===== config.mk =====
export PLATFORM = sky130hd
export DESIGN_NAME = sram_port_arbiter
export DESIGN_NICKNAME = d
export VERILOG_FILES = /design/src/rtl/sram_port_arbiter.sv
export SDC_FILE = /design/constraint.sdc
export NUM_CORES = 1
export LEC_CHECK = 0
export ABC_AREA = 1
export CORE_MARGIN = 3
export CORE_UTILIZATION = 31
export CTS_BUF_LIST = sky130_fd_sc_hd__clkbuf_16
export CTS_CLUSTER_DIAMETER = 100
export DETAILED_ROUTE_END_ITERATION = 6
export PLACE_DENSITY = 0.74
export SYNTH_ARGS = -nofsm -noshare
export SYNTH_HDL_FRONTEND = slang
export SYNTH_SLANG_ARGS = --single-unit

===== constraint.sdc =====
create_clock -name clk -period 1.32 [get_ports clk]
set_input_delay 0.264 -clock clk [delete_from_list [all_inputs] [get_ports clk]]
set_output_delay 0.264 -clock clk [all_outputs]
set_load 0.02 [all_outputs]

===== src/rtl/sram_port_arbiter.sv =====
// Shares one sram-like memory port between the instruction fetch requester
// (read-only) and the load/store data requester. At most one transaction is
// outstanding at a time: grant in IDLE, drive the memory in ISSUE, and wait
// for the response in RESP. The data side has priority, and a streak counter
// guarantees that a pending fetch is granted after DATA_STREAK_MAX data grants.
//
// Ports:
//   clk, rst                      clock and synchronous active-high reset
//   inst_req/inst_addr            fetch request (held until inst_addr_ok)
//   inst_addr_ok/inst_data_ok     grant pulse / read data valid pulse
//   inst_rdata                    fetch data (0 unless inst_data_ok)
//   data_req/wr/wstrb/addr/wdata  load/store request (held until data_addr_ok)
//   data_addr_ok/data_data_ok     grant pulse / load data or store done pulse
//   data_rdata                    load data (0 unless data_data_ok)
//   mem_req/wr/wstrb/addr/wdata   latched request to memory
//   mem_addr_ok/data_ok/rdata     memory handshake and read data
//   busy                          transaction in flight or a request pending
module sram_port_arbiter #(
  parameter int unsigned ADDR_W          = 32,
  parameter int unsigned DATA_W          = 32,
  parameter int unsigned DATA_STREAK_MAX = 4
) (
  input  logic                clk,
  input  logic                rst,
  input  logic                inst_req,
  input  logic [ADDR_W-1:0]   inst_addr,
  output logic                inst_addr_ok,
  output logic                inst_data_ok,
  output logic [DATA_W-1:0]   inst_rdata,
  input  logic                data_req,
  input  logic                data_wr,
  input  logic [DATA_W/8-1:0] data_wstrb,
  input  logic [ADDR_W-1:0]   data_addr,
  input  logic [DATA_W-1:0]   data_wdata,
  output logic                data_addr_ok,
  output logic                data_data_ok,
  output logic [DATA_W-1:0]   data_rdata,
  output logic                mem_req,
  output logic                mem_wr,
  output logic [DATA_W/8-1:0] mem_wstrb,
  output logic [ADDR_W-1:0]   mem_addr,
  output logic [DATA_W-1:0]   mem_wdata,
  input  logic                mem_addr_ok,
  input  logic                mem_data_ok,
  input  logic [DATA_W-1:0]   mem_rdata,
  output logic                busy
);

  localparam int unsigned STRB_W = DATA_W / 8;
  localparam int unsigned CNT_W  = $clog2(DATA_STREAK_MAX + 1);

  typedef enum logic [1:0] {
    S_IDLE,
    S_ISSUE,
    S_RESP
  } state_t;

  state_t              r_state;
  logic                r_owner_data;  // 0 = fetch owns the transaction, 1 = data
  logic [CNT_W-1:0]    r_streak;
  logic                r_mem_req;
  logic                r_wr;
  logic [STRB_W-1:0]   r_wstrb;
  logic [ADDR_W-1:0]   r_addr;
  logic [DATA_W-1:0]   r_wdata;

  logic w_idle;
  logic w_streak_full;
  logic w_grant_data;
  logic w_grant_inst;
  logic w_resp_done;

  // Grant decision: data wins unless a waiting fetch has been starved long enough.
  assign w_idle        = (r_state == S_IDLE);
  assign w_streak_full = (r_streak == CNT_W'(DATA_STREAK_MAX));
  assign w_grant_data  = w_idle && data_req && !(inst_req && w_streak_full);
  assign w_grant_inst  = w_idle && inst_req && !w_grant_data;
  assign w_resp_done   = (r_state == S_RESP) && mem_data_ok;

  // State, latched request fields and starvation counter.
  always_ff @(posedge clk) begin
    if (rst) begin
      r_state      <= S_IDLE;
      r_owner_data <= 1'b0;
      r_streak     <= '0;
      r_mem_req    <= 1'b0;
      r_wr         <= 1'b0;
      r_wstrb      <= '0;
      r_addr       <= '0;
      r_wdata      <= '0;
    end else begin
      case (r_state)
        S_IDLE: begin
          if (w_grant_data) begin
            r_state      <= S_ISSUE;
            r_mem_req    <= 1'b1;
            r_owner_data <= 1'b1;
            r_wr         <= data_wr;
            r_wstrb      <= data_wr ? data_wstrb : '0;
            r_addr       <= data_addr;
            r_wdata      <= data_wdata;
            // Only data grants that bypass a waiting fetch extend the streak.
            if (!inst_req) begin
              r_streak <= '0;
            end else if (!w_streak_full) begin
              r_streak <= r_streak + CNT_W'(1);
            end
          end else if (w_grant_inst) begin
            r_state      <= S_ISSUE;
            r_mem_req    <= 1'b1;
            r_owner_data <= 1'b0;
            r_wr         <= 1'b0;
            r_wstrb      <= '0;
            r_addr       <= inst_addr;
            r_wdata      <= '0;
            r_streak     <= '0;
          end
        end
        S_ISSUE: begin
          if (mem_addr_ok) begin
            r_state   <= S_RESP;
            r_mem_req <= 1'b0;
          end
        end
        S_RESP: begin
          if (mem_data_ok) begin
            r_state <= S_IDLE;
          end
        end
        default: begin
          r_state   <= S_IDLE;
          r_mem_req <= 1'b0;
        end
      endcase
    end
  end

  // Handshake pulses are same-cycle; read data is gated to zero when not valid.
  assign inst_addr_ok = w_grant_inst;
  assign data_addr_ok = w_grant_data;
  assign inst_data_ok = w_resp_done && !r_owner_data;
  assign data_data_ok = w_resp_done && r_owner_data;
  assign inst_rdata   = inst_data_ok ? mem_rdata : '0;
  assign data_rdata   = data_data_ok ? mem_rdata : '0;

  assign mem_req   = r_mem_req;
  assign mem_wr    = r_wr;
  assign mem_wstrb = r_wstrb;
  assign mem_addr  = r_addr;
  assign mem_wdata = r_wdata;

  assign busy = !w_idle || inst_req || data_req;

endmodule


Yosys cells after proc, flatten, opt, wreduce, memory -nomap -nowiden
Cells that the tools add are included.
- register bits: 76
- input bits: 139
- output and inout bits: 139
- $add $sub $neg: 1
- equal/unequal tests: 7
- multiplexer cells: 25
- bitwise gates (word level): 1
- reductions and logical operators: 20
- operators by type and width (cell ; number):
    32-bit 2-to-1 mux ; 6
    3-bit 2-to-1 mux ; 4
    4-bit 2-to-1 mux ; 3
    3-bit AND reduction ; 3
    1-bit logical AND ; 8
    2-bit 2-to-1 mux ; 4
    1-bit 2-to-1 mux ; 6
    2-bit case mux with 3 select lines ; 1
    1-bit zero test ; 4
    2-bit != test, second input constant ; 2
    3-bit by 1-bit adder with 3-bit output, second input constant ; 1
    3-bit == test, second input constant ; 1
    3-bit by 2-bit != test with 1-bit output, second input constant ; 1
    3-bit != test, second input constant ; 1
    1-bit case mux with 3 select lines ; 1
    2-bit by 1-bit == test with 1-bit output, second input constant ; 1
    2-bit == test, second input constant ; 1
    2-bit zero test ; 1
    1-bit logical OR ; 2
    2-bit AND reduction ; 1
    2-bit nonzero test ; 1
    1-bit NOT ; 1

Longest topological paths before layout
- depth in word-level cells: 9
- depth in mapped cells: 9

Least setup slack after synthesis
OpenSTA, ideal clock, no wires.
- kind: flip-flop to output port
- start: reg r_state[1]
- end: out inst_rdata[22]
- data arrival time: 1312 ps
- path slack: -256 ps
- cell stages (with the launch flop): 8
- buffers on the path: 2
- cells stage by stage: dfxtp_1 nand2_1 inv_1 nand2_1 or2_1 buf_2 buf_6 nor2_1
- word-level cells in the longest chain between the ends: 4
- ends and longest elaborated chain (what ; line ; RTL):
    start: declaration ; 58 ; state_t r_state;
    start signal: assignment ; 83 ; r_state <= S_IDLE;
    start signal: assignment ; 95 ; r_state <= S_ISSUE;
    start signal: assignment ; 109 ; r_state <= S_ISSUE;
    2-bit == test ; 78 ; assign w_resp_done = (r_state == S_RESP) && mem_data_ok;
    1-bit logical AND ; 78 ;
    1-bit logical AND ; 141 ; assign inst_data_ok = w_resp_done && !r_owner_data;
    32-bit 2-to-1 mux ; 143 ; assign inst_rdata = inst_data_ok ? mem_rdata : '0;
    end: declaration ; 29 ; output logic [DATA_W-1:0] inst_rdata,
Every way passes these cells.

Final worst setup path
- start: reg r_state[0]
- end: out inst_rdata[11]
Same word-level chain as after synthesis.

==> results list <==
- Wire length of the first global-routing pass: 27300 um
* Power per cell area: 976 nW/um2
* Number of stages on the worst hold path: 3
- Num ports: 278
- 0 antenna diodes ended up in the layout.
- In this run the cell area measured after placement is 7050 um2.
- Post-synthesis adder-cell area fraction: 0.690%
* Delay of the slowest cell on the worst path: 320 ps
- Worst-case hold path end point: r_state[1]
* DIE AREA: 13000 um2
* Sum of negative setup slack: -54480 ps
- Pre-CTS setup slack: -977 ps
* Final min period: 1840 ps
- Between clock sinks in the finished design, the worst skew comes to 8.65 ps.
* Placed Cells: 978
* Worst reg2reg path depth: 11
- Across the VDD grid, the largest voltage drop is 0.738 mV.
- Relative to the synthesized area, the layout overhead comes to 160%.
- Final std cells w/o fill: 1050
- CTS root buffer: clkbuf_16
* Reg-to-reg slack, setup: -380 ps
* Post-Synthesis Mean Instance Area: 6.38 um2
- Portion of the post-synthesis area used by sequential elements: 42.0%
- Entering global routing, the biggest net connects 34 pins.
- Total power after layout: 0.00921 W
- Counting every instance in the synthesized netlist gives 568.
* Asr flop ratio synth: 0%
* Crit. End Element: primary output
- Hold/Removal Path Class: input pin to flop
- The H-tree was split into 3 levels.
- The routed design has 20600 um of wire.
* Hold violation count in the final report: 0
- Failing checks: negative setup slack
* Hold Startpoint: mem_data_ok
* Core region area: 11100 um2
* Vias per std cell: 4.96
- Clock transition at path regs: 60 ps
- Summed over all layers, the global routing overflow is 0.
- Of the post-synthesis cell area, the part taken by muxes is 0%.
- In this run the worst path has a maximum fanout of 9.
- After detailed routing, the average wire length per cell comes to 19.6 um.
* Setup repair after global routing missed its margin: yes
- Via count of the routed design: 5205
- In this run, CTS created clock tree buffers numbering 9.
* Critical R2R Capture: mem_wdata[22]
- Summing the areas of all compound-gate instances in the mapped netlist gives 15.5% of the synthesized area.
* Result of the run: finished with violations
- Fraction of synthesized cell area in xor and xnor cells: 0%
- The post-route netlist has 50.1% of its cells at a drive strength greater than 1.
- Main combinational cell family by area after synthesis: simple AND/OR/NAND/NOR gates
* Most frequent cell on the critical path: inv_2
* Design area: 9430 um2
- STA classifies the critical path startpoint as a flop.
* FF+latch count, synth: 76
* Starting density of the core: 32.6%
- The initialized floorplan defines 38 standard-cell rows.
* Number of failing setup endpoints in the final timing report: 144
* Hold buffer count at CTS: 0
- The total count of max-transition violations in the final report was 0.
- The first routing iteration left 252 violations.
- Overall Global Routing Usage: 26.8%
* Die height: 114 um
* Count of flip-flops with a built-in enable after synthesis: 0
* Critical path class: flop to primary output
- The number of global-route vias before repair is 5228.
- Final Net Count: 1047
- During synthesis, Yosys emitted a total of 0 warnings.
- Buffers from clock root to sink, at most: 2
- Maxcap violations: 0
- Synth Area in Simple Gates: 28.4%
- Clock sink total: 76
- Data on the critical path is required at its endpoint by 1060 ps.
- Post-route clock period utilization: 139%
- Least-Margin Pin Slew: 431 ps
- CTS tree: built
- For this design, the slowest cell found on the critical path is dfxtp_2.
- For the worst setup path, the data arrival time is 1580 ps.
- Number of remaining DRC errors: 0
- DRT antenna net count: 0
- The congestion estimate from routability-driven global placement came to 0.914.
- The worst register-to-register path begins at r_state[0].
- The die is 114 um wide.
* Worst max-slew margin expressed relative to the limit: 71.1%
* Leakage power summed over all cells: 4.29 nW
* F_max: 0.543 GHz
- Summed instance area of the synthesized netlist: 3630 um2
* Number of library cell types mapped by synthesis: 18
* Clk Latency, worst-skew pair: 340 ps
* Final worst-path setup slack: -521 ps
- Initial antenna violation count: 0
* Cells along the critical path: inv_2 -> nand2_2 -> inv_2 -> nand2_1 -> or2_4 -> buf_12 -> nor2_4 -> buf_6
* Net count after synthesis: 709
- Buffers placed on the I/O ports in this run total 277.
- First-pass detailed-route iteration total: 5
- Top flip-flop cell by instance count after synthesis: dfxtp_1
- Detailed Place HPWL: 11100 um
==> metal layers <==
layer,up-vias,track usage [%],wire length (um)
met5,-,0,0
met4,0,9.90,737
met3,57,5.92,1430
met2,274,50.5,11000
met1,2463,29.0,7360
li1,2411,-,-
==> registers in the layout, summed over array words and instances, names as in the netlist <==
signal        cells
mem_addr         32
mem_wdata        32
mem_wstrb         4
r_streak          3
r_state           2
mem_req           1
mem_wr            1
r_owner_data      1
==> worst max path at each step <==
| stage | depth (start not counted) | endpoint | startpoint |
|---|---|---|---|
| after floorplan | 8 | inst_rdata[10] | r_state[0] |
| after global placement | 6 | inst_rdata[23] | mem_data_ok |
| after detailed placement | 6 | inst_rdata[25] | mem_data_ok |
| after CTS | 8 | data_rdata[13] | r_state[0] |
| after global routing | 8 | inst_rdata[16] | r_state[0] |
| final | 8 | inst_rdata[11] | r_state[0] |
==> power by group <==
part	total, W	internal (W)	switching (W)
Sequential	0.00267	0.00252	0.000154
Clock	0.00278	0.00182	0.000961
Combinational	0.00375	0.00184	0.00191
==> cells by family (layout without fill, tap and decap cells) <==
logic type,count (synthesis),in the layout
adders and majority gates,2,2
and+or+nand+nor,267,267
DFF,76,76
AOI/OAI and AO/OA,110,110
buffers and inverters,113,455
==> repair_timing <==
action | in CTS | in global routing
setup endpoints to repair | 211 | 176
pin swaps | 45 | 35
resized for setup | 686 | 228
setup buffers | 27 | 11
gates cloned | 20 | 5
==> worst max-delay path: cells and delay by family, from the launching register on <==
| kind | cells | cell delay (ps) |
|---|---|---|
| buffers and inverters | 4 | 410 |
| AND/OR/NAND/NOR | 4 | 510 |
| flip-flops | 1 | 320 |
==> cell type report <==
type / instances / area [um2]
Inverter: 76 / 288
Multi-Input combinational cell: 379 / 2970
Clock buffer: 9 / 225
Timing Repair Buffer: 364 / 4150
Tap cell: 140 / 175
Sequential cell: 76 / 1530
Fill cell: 562 / 1690
Clock inverter: 6 / 104
==> through the flow <==
stage,util (%),hold slack (ps)
finish,84.8,349
global route,84.8,353
CTS,78.3,465
detailed placement,63.4,454
global placement,63.4,450
floorplan,-,407
==> synthesized netlist by cell type, types with 2 or more instances <==
| cell type | instances | area (um2) |
|---|---|---|
| a21oi_1 | 71 | 355 |
| nand2_1 | 184 | 691 |
| dfxtp_1 | 76 | 1520 |
| clkbuf_1 | 12 | 45.0 |
| o21a_1 | 5 | 37.5 |
| nor2_4 | 2 | 22.5 |
| buf_2 | 19 | 95.1 |
| buf_6 | 4 | 45.0 |
| nand3_1 | 6 | 30.0 |
| buf_4 | 2 | 15.0 |
| nor2_1 | 72 | 270 |
| o21ai_0 | 34 | 170 |
| inv_1 | 75 | 282 |
| ha_1 | 2 | 25.0 |
==> cells in the final DEF (no fill, tap or decap), types with 9 or more instances in the layout <==
master | Yosys | final
a21oi_2 | 0 | 57
clkdlybuf4s50_1 | 0 | 136
nand2_2 | 0 | 36
inv_1 | 75 | 69
clkbuf_16 | 0 | 13
clkbuf_2 | 0 | 16
nand2_4 | 0 | 56
a21oi_1 | 71 | 14
clkdlybuf4s15_2 | 0 | 9
buf_16 | 0 | 17
dlygate4sd2_1 | 0 | 29
nand2_1 | 184 | 92
nor2_2 | 0 | 14
buf_4 | 2 | 30
nor2_4 | 2 | 54
buf_6 | 4 | 79
o21ai_2 | 0 | 17
clkdlybuf4s15_1 | 0 | 14
buf_12 | 0 | 22
dfxtp_1 | 76 | 72
Power figures use the tool's default switching activity.
